**src/rtl/exception_ctrl_if.sv**
```systemverilog
// CPU-side bundle for exception_ctrl: hazard/ID info, MEM-stage bus and entry pulses.
interface exception_ctrl_if;
    logic [31:0] PC;
    logic [31:0] ID_PC;
    logic        ID_Undef;
    logic [1:0]  ID_Jump;
    logic        ID_BranchTaken;
    logic        stall;
    logic        MemRead;
    logic        MemWrite;
    logic [31:0] Addr;
    logic [31:0] WriteData;
    logic [31:0] ReadData;
    logic        Interrupt;
    logic        Exception;
    logic [31:0] EPC;

    // CPU pipeline side
    modport master (
        output PC, ID_PC, ID_Undef, ID_Jump, ID_BranchTaken, stall,
               MemRead, MemWrite, Addr, WriteData,
        input  ReadData, Interrupt, Exception, EPC
    );

    // exception controller side
    modport slave (
        input  PC, ID_PC, ID_Undef, ID_Jump, ID_BranchTaken, stall,
               MemRead, MemWrite, Addr, WriteData,
        output ReadData, Interrupt, Exception, EPC
    );
endinterface

```
**src/rtl/exception_ctrl.sv**
```systemverilog
// Timer-driven interrupt and undefined-opcode exception source with EPC capture
// and a USER/KERNEL mask that re-opens when the PC returns to user space.
module exception_ctrl (
    input  logic             clk,
    input  logic             reset,
    exception_ctrl_if.slave  bus
);
    localparam int unsigned DATA_W = 32;
    localparam int unsigned TCON_W = 3;
    localparam logic [DATA_W-1:0] TIMER_BASE = 32'h4000_0000;

    typedef enum logic {
        ST_USER   = 1'b0,
        ST_KERNEL = 1'b1
    } state_e;

    state_e              state_q, state_d;
    logic [DATA_W-1:0]   th_q, th_d;
    logic [DATA_W-1:0]   tl_q, tl_d;
    logic [TCON_W-1:0]   tcon_q, tcon_d;
    logic [DATA_W-1:0]   epc_q, epc_d;

    logic                win_hit_c;
    logic [1:0]          reg_sel_c;
    logic                wr_th_c, wr_tl_c, wr_tcon_c;
    logic                irq_req_c, safe_c;
    logic                interrupt_c, exception_c;
    logic [DATA_W-1:0]   read_data_c;
    logic                unused_ok;

    // Reads are not gated by the read strobe, so MemRead is accepted but unused.
    assign unused_ok = bus.MemRead;

    // Address decode of the 16-byte word-aligned register window.
    always_comb begin
        win_hit_c = (bus.Addr[DATA_W-1:4] == TIMER_BASE[DATA_W-1:4]) &&
                    (bus.Addr[1:0] == 2'b00);
        reg_sel_c = bus.Addr[3:2];
        wr_th_c   = bus.MemWrite && win_hit_c && (reg_sel_c == 2'd0);
        wr_tl_c   = bus.MemWrite && win_hit_c && (reg_sel_c == 2'd1);
        wr_tcon_c = bus.MemWrite && win_hit_c && (reg_sel_c == 2'd2);
    end

    // Combinational register readback; anything outside the window reads 0.
    always_comb begin
        read_data_c = '0;
        if (win_hit_c) begin
            case (reg_sel_c)
                2'd0:    read_data_c = th_q;
                2'd1:    read_data_c = tl_q;
                2'd2:    read_data_c = DATA_W'(tcon_q);
                default: read_data_c = epc_q;
            endcase
        end
    end

    // Timer: count/reload, then CPU writes override the counter and status.
    always_comb begin
        th_d   = th_q;
        tl_d   = tl_q;
        tcon_d = tcon_q;
        if (tcon_q[0]) begin
            if (tl_q == {DATA_W{1'b1}}) begin
                tl_d = th_q;
                if (tcon_q[1]) begin
                    tcon_d[2] = 1'b1;
                end
            end else begin
                tl_d = tl_q + DATA_W'(1);
            end
        end
        if (wr_th_c) begin
            th_d = bus.WriteData;
        end
        if (wr_tl_c) begin
            tl_d = bus.WriteData;
        end
        if (wr_tcon_c) begin
            tcon_d = bus.WriteData[TCON_W-1:0];
        end
    end

    // Entry decision and USER/KERNEL next state; exception wins over interrupt.
    always_comb begin
        state_d     = state_q;
        epc_d       = epc_q;
        exception_c = 1'b0;
        interrupt_c = 1'b0;
        irq_req_c   = tcon_q[2] & tcon_q[1];
        safe_c      = !bus.stall && (bus.ID_Jump == 2'b00) &&
                      !bus.ID_BranchTaken && !bus.ID_Undef;

        if (!reset && (state_q == ST_USER) && !bus.PC[31]) begin
            exception_c = bus.ID_Undef;
            interrupt_c = irq_req_c && safe_c && !bus.ID_Undef;
        end

        case (state_q)
            ST_USER: begin
                if (exception_c) begin
                    state_d = ST_KERNEL;
                    epc_d   = bus.ID_PC;
                end else if (interrupt_c) begin
                    state_d = ST_KERNEL;
                    epc_d   = bus.PC;
                end
            end
            ST_KERNEL: begin
                if (!bus.PC[31]) begin
                    state_d = ST_USER;
                end
            end
            default: state_d = ST_USER;
        endcase
    end

    // State and register flops with synchronous reset.
    always_ff @(posedge clk) begin
        if (reset) begin
            state_q <= ST_USER;
            th_q    <= '0;
            tl_q    <= '0;
            tcon_q  <= '0;
            epc_q   <= '0;
        end else begin
            state_q <= state_d;
            th_q    <= th_d;
            tl_q    <= tl_d;
            tcon_q  <= tcon_d;
            epc_q   <= epc_d;
        end
    end

    assign bus.ReadData  = read_data_c;
    assign bus.Interrupt = interrupt_c;
    assign bus.Exception = exception_c;
    assign bus.EPC       = epc_q;

endmodule
```
**src/flat_wrapper.sv**
```systemverilog
// flat-port wrapper written by rule: the top's interface ports become plain ports
module exception_ctrl_flat 
  (clk, reset, bus_PC, bus_ID_PC, bus_ID_Undef, bus_ID_Jump, bus_ID_BranchTaken, bus_stall, bus_MemRead, bus_MemWrite, bus_Addr, bus_WriteData, bus_ReadData, bus_Interrupt, bus_Exception, bus_EPC);
  exception_ctrl_if bus_i ();
  input  logic clk;
  input  logic reset;
  input wire logic [$bits(bus_i.PC)-1:0] bus_PC;
  input wire logic [$bits(bus_i.ID_PC)-1:0] bus_ID_PC;
  input wire logic [$bits(bus_i.ID_Undef)-1:0] bus_ID_Undef;
  input wire logic [$bits(bus_i.ID_Jump)-1:0] bus_ID_Jump;
  input wire logic [$bits(bus_i.ID_BranchTaken)-1:0] bus_ID_BranchTaken;
  input wire logic [$bits(bus_i.stall)-1:0] bus_stall;
  input wire logic [$bits(bus_i.MemRead)-1:0] bus_MemRead;
  input wire logic [$bits(bus_i.MemWrite)-1:0] bus_MemWrite;
  input wire logic [$bits(bus_i.Addr)-1:0] bus_Addr;
  input wire logic [$bits(bus_i.WriteData)-1:0] bus_WriteData;
  output wire logic [$bits(bus_i.ReadData)-1:0] bus_ReadData;
  output wire logic [$bits(bus_i.Interrupt)-1:0] bus_Interrupt;
  output wire logic [$bits(bus_i.Exception)-1:0] bus_Exception;
  output wire logic [$bits(bus_i.EPC)-1:0] bus_EPC;
  assign bus_i.PC = bus_PC;
  assign bus_i.ID_PC = bus_ID_PC;
  assign bus_i.ID_Undef = bus_ID_Undef;
  assign bus_i.ID_Jump = bus_ID_Jump;
  assign bus_i.ID_BranchTaken = bus_ID_BranchTaken;
  assign bus_i.stall = bus_stall;
  assign bus_i.MemRead = bus_MemRead;
  assign bus_i.MemWrite = bus_MemWrite;
  assign bus_i.Addr = bus_Addr;
  assign bus_i.WriteData = bus_WriteData;
  assign bus_ReadData = bus_i.ReadData;
  assign bus_Interrupt = bus_i.Interrupt;
  assign bus_Exception = bus_i.Exception;
  assign bus_EPC = bus_i.EPC;
  exception_ctrl u_core (.clk(clk), .reset(reset), .bus(bus_i));
endmodule
```
**config.mk**
```make
export PLATFORM = sky130hd
export DESIGN_NAME = exception_ctrl_flat
export DESIGN_NICKNAME = d
export VERILOG_FILES = /design/src/rtl/exception_ctrl_if.sv /design/src/rtl/exception_ctrl.sv /design/src/flat_wrapper.sv
export SDC_FILE = /design/constraint.sdc
export NUM_CORES = 1
export LEC_CHECK = 0
export BUFFER_PORTS_ARGS = -buffer_cell sky130_fd_sc_hd__buf_2
export CORE_ASPECT_RATIO = 0.9
export CORE_MARGIN = 2
export CORE_UTILIZATION = 45
export DETAILED_ROUTE_END_ITERATION = 10
export GPL_ROUTABILITY_DRIVEN = 0
export PLACE_DENSITY = 0.79
export SLEW_MARGIN = 20
export SYNTH_ARGS = -nofsm -noshare
export SYNTH_HDL_FRONTEND = slang
export SYNTH_SLANG_ARGS = --single-unit
```
**constraint.sdc**
```tcl
create_clock -name clk -period 2.67 [get_ports clk]
set_clock_uncertainty 0.15 [all_clocks]
set_input_delay 0.534 -clock clk [delete_from_list [all_inputs] [get_ports clk]]
set_output_delay 0.534 -clock clk [all_outputs]
set_load 0.01 [all_outputs]
```
Yosys cells after proc, flatten, opt, wreduce, memory -nomap -nowiden

Index checks and enable logic that the tools add are counted.

Equality and inequality tests: 4
Bitwise operators: 2
Add/subtract/negate cells: 1
Reductions and logical operators: 27
Muxes and demuxes: 17

Operators with widths:

| cell                    | count |
|---|---|
| $mux W32                | 6 |
| $pmux W32 S3            | 1 |
| $add A32 B1 Y32 const B | 1 |
| $eq A32 B32 Y1 const B  | 1 |
| $eq A28 B27 Y1 const B  | 1 |
| $logic_and A1 B1 Y1     | 12 |
| $reduce_bool A2 Y1      | 5 |
| $mux W1                 | 8 |
| $logic_not A2 Y1        | 3 |
| $logic_not A1 Y1        | 5 |
| $mux W3                 | 1 |
| $reduce_and A3 Y1       | 1 |
| $eq A2 B1 Y1 const B    | 1 |
| $eq A2 B2 Y1 const B    | 1 |
| $pmux W1 S2             | 1 |
| $reduce_and A2 Y1       | 1 |
| $and A1 B1 Y1           | 1 |
| $not A1 Y1              | 1 |

Output and inout bits: 66
Register bits after elaboration: 100
Input bits: 137
Logic and storage cells: 57

Logic depth before layout (Yosys ltp)

Gate-level depths: netlist of run 1.

Depth in word-level cells: 10
Depth in mapped cells: 10
Mapped depth without buffers: 7

Worst setup path before layout of run 1

No wires, ideal clock.

Path kind: reg2reg
Start point: register u_core.tl_q[5]
End point: register u_core.tl_q[3]
Data required time: 2383 ps
Library setup time: 137 ps
Stages on the path, launching flop included: 10
Slack: 67 ps
Clock period less this slack: 2603 ps
Arrival: 2316 ps
Path buffers: 3
Path through: dfxtp_1 buf_2 nand4_4 or4_4 buf_6 or4_4 buf_6 mux2_4 mux2i_1 a211oi_1

Word-level cells in the longest chain between the ends: 4

Ends and longest elaborated chain:

| element                | RTL line              | text |
|---|---|---|
| from (decl)            | exception_ctrl.sv:19  | `logic [DATA_W-1:0] tl_q, tl_d;` |
| from (signal assigned) | exception_ctrl.sv:128 | `tl_q <= tl_d;` |
| $eq A32 B32 Y1         | exception_ctrl.sv:63  | `if (tl_q == {DATA_W{1'b1}}) begin` |
| $mux W32               | exception_ctrl.sv:63  |  |
| $mux W32               | exception_ctrl.sv:62  | `if (tcon_q[0]) begin` |
| $mux W32               | exception_ctrl.sv:75  | `if (wr_tl_c) begin` |

Every way passes these cells. The select of a mux whose other input is x is not followed.
A chain may end at the register's enable or synchronous reset.

Worst setup path in the final report of run 1

Start point: input port bus_Addr[5]
End point: output port bus_ReadData[10]

Word-level cells in the longest chain between the ends: 3

Ends and longest elaborated chain:

| element             | RTL line             | text |
|---|---|---|
| from (decl)         | flat_wrapper.sv:15   | `input wire logic [$bits(bus_i.Addr)-1:0] bus_Addr;` |
| $eq A28 B27 Y1      | exception_ctrl.sv:36 | `win_hit_c = (bus.Addr[DATA_W-1:4] == TIMER_BASE[DATA_W-1:4]) &&` |
| $logic_and A1 B1 Y1 | exception_ctrl.sv:36 |  |
| $mux W32            | exception_ctrl.sv:47 | `if (win_hit_c) begin` |
| to (decl)           | flat_wrapper.sv:17   | `output wire logic [$bits(bus_i.ReadData)-1:0] bus_ReadData;` |

Every way passes these cells.

==> results of run 1 <==
-- kinds of logic after synthesis --
group	Yosys count	synth area share (%)
simple gates	385	29.5
flops	100	34.4
compound gates	174	19.4
xor+xnor	23	3.47
fa+ha+maj	1	0.215
mux	39	7.47
buf+inv	78	5.51
-- synth_stat cells (2+ instances only) --
library cell	n	area share (%)
a211o_1	5	0.75
a211oi_1	11	1.4
a21oi_1	79	6.8
a221oi_1	2	0.30
a222oi_1	4	0.69
a311oi_1	31	4.7
a31oi_1	11	1.2
and2_1	5	0.54
and3_1	2	0.22
and4_1	4	0.60
buf_1	4	0.26
buf_2	7	0.60
buf_6	2	0.39
clkbuf_1	54	3.5
dfxtp_1	100	34
inv_1	10	0.65
mux2i_1	34	5.9
mux4_2	3	1.2
nand2_1	171	11
nand3_1	21	1.8
nand4_1	15	1.6
nor2_1	114	7.4
nor2b_1	3	0.32
nor3_1	12	1.0
nor3b_1	2	0.26
nor4_1	17	1.8
nor4b_1	3	0.45
o211ai_1	12	1.5
o21a_1	2	0.26
o21ai_0	11	0.95
or2_2	2	0.22
or3_1	6	0.65
or4_4	2	0.39
xnor2_1	10	1.5
xor2_1	13	2.0
-- registers in the layout (all words and copies together), names as in the netlist --
| name | cells |
|---|---|
| u_core.tcon_q | 3 |
| u_core.th_q | 32 |
| u_core.tl_q | 32 |
| u_core.bus.EPC | 32 |
| u_core.state_q | 1 |
-- through the flow --
step	hold slack, ns	TNS [ns]	util [%]	instances
after global routing	0.283	0	59.7	1162
after CTS	0.279	0	59.3	1162
after global placement	0.305	-0.0178	56.8	1146
after floorplan	0.287	0	-	800
after detailed placement	0.312	-0.0387	56.8	1146
final	0.283	0	59.7	1162
-- how the worst max path moves through the flow --
stage | from | end | slack [ns]
6_report | bus_Addr[5] | bus_ReadData[10] | 0.08
5_1_grt | bus_Addr[11] | bus_ReadData[13] | 0.006
4_1_cts | bus_Addr[28] | bus_ReadData[10] | 0.02
3_5_place_dp | bus_Addr[15] | u_core.th_q[26] | -0.01
3_3_place_gp | bus_Addr[15] | bus_ReadData[3] | -0.01
2_1_floorplan | u_core.tl_q[5] | u_core.tl_q[3] | 0.07
-- per-layer routing --
layer  part of all wire (%)  up-vias
met5                      0        -
met4                    2.2        0
met3                    9.5       41
met2                     46      337
met1                     42     3093
li1                       -     3209
-- worst max-delay path: stages --
cell     delay (ns)
buf_2          0.11
nor4_2         0.27
nand4_1        0.15
or2_2          0.37
buf_12         0.18
nor2_1         0.14
buf_2          0.15
-- layout make-up --
| type | count | area [sq um] | share of cell area (%) |
|---|---|---|---|
| Timing Repair Buffer | 250 | 1420 | 18.9 |
| Clock buffer | 11 | 253 | 3.35 |
| Inverter | 10 | 37.5 | 0.498 |
| Sequential cell | 100 | 2000 | 26.6 |
| Multi-Input combinational cell | 622 | 3560 | 47.2 |
| Clock inverter | 5 | 60.1 | 0.797 |
| Tap cell | 164 | 205 | 2.72 |
-- power groups by stage --
stage	clock network, mW	logic, mW	registers [mW]
floorplan	0	0.108	1.58
global placement	0	0.282	1.57
detailed placement	0	0.284	1.57
CTS	1.38	0.285	1.54
global route	1.45	0.319	1.54
finish	1.38	0.292	1.54
-- what timing repair did --
action	in CTS	in global routing
setup endpoints to repair	2	34
gates resized for setup	1	8
pin swaps	0	1
hold buffers	0	0
setup buffers	0	0
==> results.toml, run 1 <==
[floorplanning]
die_w_um = 124
die_h_um = 112
ios = 203
die_area_sq_um = 13800
initial_core_util_pct = 46.0
core-area_sq_um = 12600
rows = 39

[timing]
worst_pin_slew_ns = 0.986
max_freq_mhz = 386
fin_ws_ns = 0.0773
relSlewSlack_pct = 34.3
period_share_pct = 97.1
rsz0062_at_grt = "false"
drv_slew = 0
hold_viol = 0
period_needed_ns = 2.59
setup_viol = 0

[power_and_ir_drop]
p_clk_share_pct = 43.1
combPwrFrac_pct = 9.1
power_frac_seq_pct = 47.9
intPower_mw = 2.43
power_switching_mw = 0.782
powerDensity_nw_per_um2 = 426
swShare_pct = 24.3
ir_drop_uv = 293
finalPower_mw = 3.22
cellLeakagePower_nw = 3.10

[clocking]
cts_root_buffer = "clkbuf_16"
cts_max_level = 3
clockBufferDepth = 2
cts_sinks = 100
clock_latency_ns = 0.35
path_clk_slew_ns = 0.07
tritoncts = "done"
cts_buffers = 9

[setup_path]
crit_fanout = 29
path_class = "input port to output pin"
critPathLaunchType = "input port"
ff2ff_path_depth = 8
worstReg2RegEnd = "u_core.tl_q[4]"
ff2ff_setup_slack_ns = 0.15
timing.rr.start = "u_core.tl_q[7]"
cp.required_ns = 1.99
critical_path.endpoint_type = "output pin"
arrival_ns = 1.91

[logic_synthesis]
ys_ff_latch = 100
synth_warnings = 0
syn_area_sq_um = 5810
synth_cell_type_count = 51
synth_edf_count = 0
ys_seq_area_share_pct = 34.4
synth_nets = 938
yosys_most_used_dff = "dfxtp_1"
async_flop_share_pct = 0
avgSynthCellArea_sq_um = 7.27
netlist_instances = 800

[placed_design]
place_area_sq_um = 7170
preCtsSetupSlack_ns = -0.0143
numPortBuffers = 201
hpwl_mm = 14.5

[finish]
design_area_sq_um = 7540
area_delta_synth_final_pct = 29.7
layout.nets = 1131
fillCellCount = 1150
antenna_cells = 0
final_cell_mix = "buf_2, nand2_1, nor2_1, dfxtp_1, a21oi_1"
final_layout_size_suffix_gt1_share_pct = 28.9
final_common_cell = "buf_2"

[global_routing]
grt_pass1_vias = 6394
busiest_layer = "met2"
track_usage_pct = 29.6
grt_util_met1_pct = 40.4
antenna_found_initial = 0
grtUsageMet2_pct = 46.2
grt_util_met3_pct = 6.66
grt_overflow = 0
grt_max_degree = 95
grt_pass1_wl_mm = 32.6

[drt]
drtIter0Drc = 649
drtAntennaViolNets = 0
vias = 6680
drc_errors = 0
drtPass1Iterations = 6
via_per_inst = 5.75
wl_per_cell_um = 17.2
wl_mm = 20.0

[worst_hold_path]
min_path_type = "input port to flop"
min_delay_worst_endpoint = "u_core.th_q[4]"
holdPathStages = 3
worstHoldStart = "bus_WriteData[4]"

[run_status]
outcome = "complete, no violations"

[job]
maxCapViolations = 0
Note: power is estimated with default switching activity, not from simulation.
==> run 2, diff against run 1 <==
--- a/config.mk
+++ b/config.mk
@@ -8,10 +8,11 @@
 export BUFFER_PORTS_ARGS = -buffer_cell sky130_fd_sc_hd__buf_2
 export CORE_ASPECT_RATIO = 0.9
 export CORE_MARGIN = 2
-export CORE_UTILIZATION = 45
+export CORE_UTILIZATION = 46
 export DETAILED_ROUTE_END_ITERATION = 10
 export GPL_ROUTABILITY_DRIVEN = 0
-export PLACE_DENSITY = 0.79
+export PLACE_DENSITY = 0.8
+export SKIP_CTS_REPAIR_TIMING = 1
 export SLEW_MARGIN = 20
 export SYNTH_ARGS = -nofsm -noshare
 export SYNTH_HDL_FRONTEND = slang
==> run 2 against run 1 <==
Net effect:
- core utilization is 2.5 points higher
- die area is 2.1% lower
- critical path depth stayed put
- sequential share of layout area is 0.10 points lower
- critical endpoint is now bus_ReadData[27]
==> results.toml, run 2 (synthesis results as in run 1) <==
[timing]
drv_slew = 0
worst_pin_slew_ns = 0.618
setup_viol = 0
max_freq_mhz = 390
hold_viol = 0
period_share_pct = 96.0
period_needed_ns = 2.56
relSlewSlack_pct = 58.8

[clocking]
clockBufferDepth = 2
cts_max_level = 3
cts_sinks = 100
tritoncts = "done"
clock_latency_ns = 0.35
path_clk_slew_ns = 0.07
cts_buffers = 9
cts_root_buffer = "clkbuf_16"

[finish]
layout.nets = 1135
design_area_sq_um = 7560
area_delta_synth_final_pct = 30.1
final_cell_mix = "buf_2, nand2_1, nor2_1, dfxtp_1, a21oi_1"
antenna_cells = 0
final_layout_size_suffix_gt1_share_pct = 28.9
final_common_cell = "buf_2"
fillCellCount = 1113

[global_routing]
grt_pass1_wl_mm = 32.5
antenna_found_initial = 0
grt_max_degree = 57
track_usage_pct = 29.8
grt_overflow = 0
grt_pass1_vias = 6436

[drt]
wl_per_cell_um = 17.6
drc_errors = 0
drtAntennaViolNets = 0
via_per_inst = 5.81
drtIter0Drc = 663
drtPass1Iterations = 5
vias = 6756
wl_mm = 20.4

[setup_path]
crit_top_cell = "buf_2"
path_class = "input port to output pin"
slowest_stage = "or2_4"
cpLargestDelayFamily = "simple AND/OR/NAND/NOR gates"
cp.required_ns = 1.99
arrival_ns = 1.88
path_cells = "buf_2, nor4_2, nand4_1, or2_4, buf_12, nor2_1, buf_2"
crit_fanout = 30
worst-path-buf-inv = 3
critPathLaunchType = "input port"
critical_path.endpoint_type = "output pin"
cp_slowest_stage_delay_ns = 0.32

[floorplanning]
ios = 203
die_w_um = 122
rows = 38
initial_core_util_pct = 47.8
die_h_um = 111
core-area_sq_um = 12200
die_area_sq_um = 13600

[power_and_ir_drop]
cellLeakagePower_nw = 3.13
ir_drop_uv = 416
powerDensity_nw_per_um2 = 427
finalPower_mw = 3.23

[worst_hold_path]
min_path_type = "input port to flop"

[placed_design]
hpwl_mm = 15.0
place_area_sq_um = 7210
numPortBuffers = 201

[job]
maxCapViolations = 0

[run_status]
outcome = "complete, no violations"
[run 2: stage by stage]
stage	hold WS (ns)	TNS, ns	util, %	worst slack, ns	cells
finish	0.280	0	62.2	0.106	1162
global route	0.285	-0.00455	62.2	-0.00455	1162
CTS	0.278	-0.0194	61.8	-0.0194	1162
detailed placement	0.312	-0.240	59.3	-0.0228	1146
global placement	0.304	0	59.3	0.0544	1146
floorplan	0.287	0	-	0.0672	800
[run 2: routing by layer]
layer,up-vias,track usage [%],share of wire (%)
met4,0,8.43,1.8
li1,3223,-,-
met1,3124,40.2,41
met5,-,0,0
met2,374,47.2,47
met3,35,7.28,10
[run 2: tightest hold or removal path, cell delays in order]
cell and delay [ns]:
buf_2 0.10, nand2_1 0.05, a21oi_1 0.05
[run 2: worst paths after layout]
kind                          start          endpoint  slack (ns)  depth (start not counted)
hold reg to reg      u_core.th_q[9]    u_core.th_q[9]        0.32                          2
setup / recovery       bus_Addr[27]  bus_ReadData[27]        0.11                          7
setup reg to reg    u_core.tl_q[12]    u_core.tl_q[2]        0.14                          8
hold / removal    bus_WriteData[20]   u_core.tl_q[20]        0.28                          3
[run 2: power breakdown]
part | switching [mW] | internal, mW | leakage, nW
Sequential | 0.0233 | 1.52 | 0.809
Clock | 0.605 | 0.782 | 0.156
Combinational | 0.159 | 0.141 | 2.16
[run 2: final cells by class]
type	count	area, sq um	share of cell area, %
clock buffers	11	253	3.34
clock inverters	5	57.6	0.761
inverters	10	37.5	0.496
multi-input cells	622	3550	46.9
flip-flops and latches	100	2000	26.5
well taps	160	200	2.65
repair buffers	254	1470	19.4
==> run 3, diff against run 2 <==
--- a/config.mk
+++ b/config.mk
@@ -6,7 +6,7 @@
 export NUM_CORES = 1
 export LEC_CHECK = 0
 export BUFFER_PORTS_ARGS = -buffer_cell sky130_fd_sc_hd__buf_2
-export CORE_ASPECT_RATIO = 0.9
+export CORE_ASPECT_RATIO = 0.8
 export CORE_MARGIN = 2
 export CORE_UTILIZATION = 46
 export DETAILED_ROUTE_END_ITERATION = 10
==> run 3 against run 2 <==
Net effect:
- combinational power is 2% lower
- global-route usage increased by 0.062 points
- total power decreased by 1.4%
- clock power decreased by 3%
- clock-buffer cell count decreased by 1
- largest cell class unchanged
==> results.toml, run 3 (synthesis results as in run 1) <==
[timing]
tns_ns = 0
period_share_pct = 95.7
worst_pin_slew_ns = 1.03
fin_ws_ns = 0.115
rsz0062_at_grt = "false"
setup_viol = 0
drv_slew = 0
period_needed_ns = 2.56
max_freq_mhz = 391
hold_viol = 0
relSlewSlack_pct = 31.2

[clocking]
path_clk_slew_ns = 0.07
clockBufferDepth = 2
tritoncts = "done"
cts_max_level = 3
cts_root_buffer = "clkbuf_16"
cts_buffers = 9
clock_latency_ns = 0.36
cts_sinks = 100

[power_and_ir_drop]
power_switching_mw = 0.793
cellLeakagePower_nw = 3.10
combPwrFrac_pct = 9.3
powerDensity_nw_per_um2 = 421
ir_drop_uv = 310
intPower_mw = 2.39
swShare_pct = 24.9
p_clk_share_pct = 42.3
power_frac_seq_pct = 48.4

[finish]
final_layout_size_suffix_gt1_share_pct = 28.8
final_cell_mix = "buf_2, nand2_1, nor2_1, dfxtp_1, a21oi_1"
design_area_sq_um = 7570
antenna_cells = 0
seq_area_sq_um = 2000
utilization_pct = 61.8
area_delta_synth_final_pct = 30.2
multi_input_area_sq_um = 3550
layout.nets = 1132
final_common_cell = "buf_2"
fillCellCount = 1128

[setup_path]
crit_fanout = 11
critical_path.endpoint_type = "flop"
cp.required_ns = 2.80
path_class = "flop to flop"
arrival_ns = 2.69
critPathLaunchType = "flop"

[floorplanning]
die_area_sq_um = 13600
core-area_sq_um = 12300
die_h_um = 105
initial_core_util_pct = 47.4
die_w_um = 130
ios = 203
rows = 36

[drt]
drtPass1Iterations = 6
via_per_inst = 5.73
wl_per_cell_um = 17.4
vias = 6705
wl_mm = 20.4
drtAntennaViolNets = 0
drtIter0Drc = 810
drc_errors = 0

[placed_design]
numPortBuffers = 201
preCtsSetupSlack_ns = 0.0650
hpwl_mm = 14.8
place_area_sq_um = 7200

[job]
maxCapViolations = 0

[run_status]
outcome = "complete, no violations"

[global_routing]
grt_pass1_vias = 6090
grt_pass1_wl_mm = 32.2
grt_max_degree = 95
antenna_found_initial = 0
grt_overflow = 0
track_usage_pct = 29.9

[worst_hold_path]
min_path_type = "input port to flop"
run 3: changes by cell type in the layout (fill, tap and decap cells not counted), sizes merged:
cell,delta
buf,-3
clkbuf,-1
clkinv,-1
clkinvlp,+2
run 3: stage by stage:
step,total power [mW],instances,hold WS [ns]
floorplan,1.69,800,0.287
global placement,1.86,1152,0.303
detailed placement,1.86,1152,0.310
CTS,3.19,1168,0.264
global route,3.28,1170,0.268
finish,3.18,1170,0.277
run 3: worst max-delay path: stages (launching register included):
cell	delay (ns)
dfxtp_1	0.41
nand3_1	0.19
or4_4	0.55
buf_4	0.19
nor4_2	0.15
buf_4	0.23
buf_4	0.13
a21oi_1	0.05
a211o_1	0.29
a21oi_1	0.12
run 3: path summary, 6_finish.rpt:
| check | slack (ns) | cells past startpoint | start | endpoint |
|---|---|---|---|---|
| worst max-delay path | 0.11 | 9 | u_core.tl_q[13] | u_core.tl_q[12] |
| worst min-delay path | 0.28 | 3 | bus_WriteData[6] | u_core.th_q[6] |
| worst max register to register | 0.11 | 9 | u_core.tl_q[13] | u_core.tl_q[12] |
| worst min register to register | 0.32 | 2 | u_core.th_q[18] | u_core.th_q[18] |
run 3: metal layers:
layer / GRT usage [%] / vias to the layer above / share of wire [%]
met5: 0 / - / 0
met4: 7.30 / 0 / 1.8
met3: 6.81 / 42 / 9.6
met2: 46.9 / 331 / 46
met1: 41.6 / 3108 / 42
li1: - / 3224 / -
run 3: final cells by class:
| class | instances | share of cell area (%) |
|---|---|---|
| Tap cell | 171 | 2.83 |
| Inverter | 10 | 0.496 |
| Clock buffer | 10 | 3.03 |
| Multi-Input combinational cell | 622 | 47.0 |
| Clock inverter | 6 | 0.943 |
| Sequential cell | 100 | 26.5 |
| Timing Repair Buffer | 251 | 19.2 |
run 3: power groups by stage:
stage	sequential, mW	clock, mW	combinational [mW]
after floorplan	1.58	0	0.108
after global placement	1.57	0	0.285
after detailed placement	1.57	0	0.287
after CTS	1.54	1.36	0.288
after global routing	1.54	1.41	0.321
final	1.54	1.35	0.295
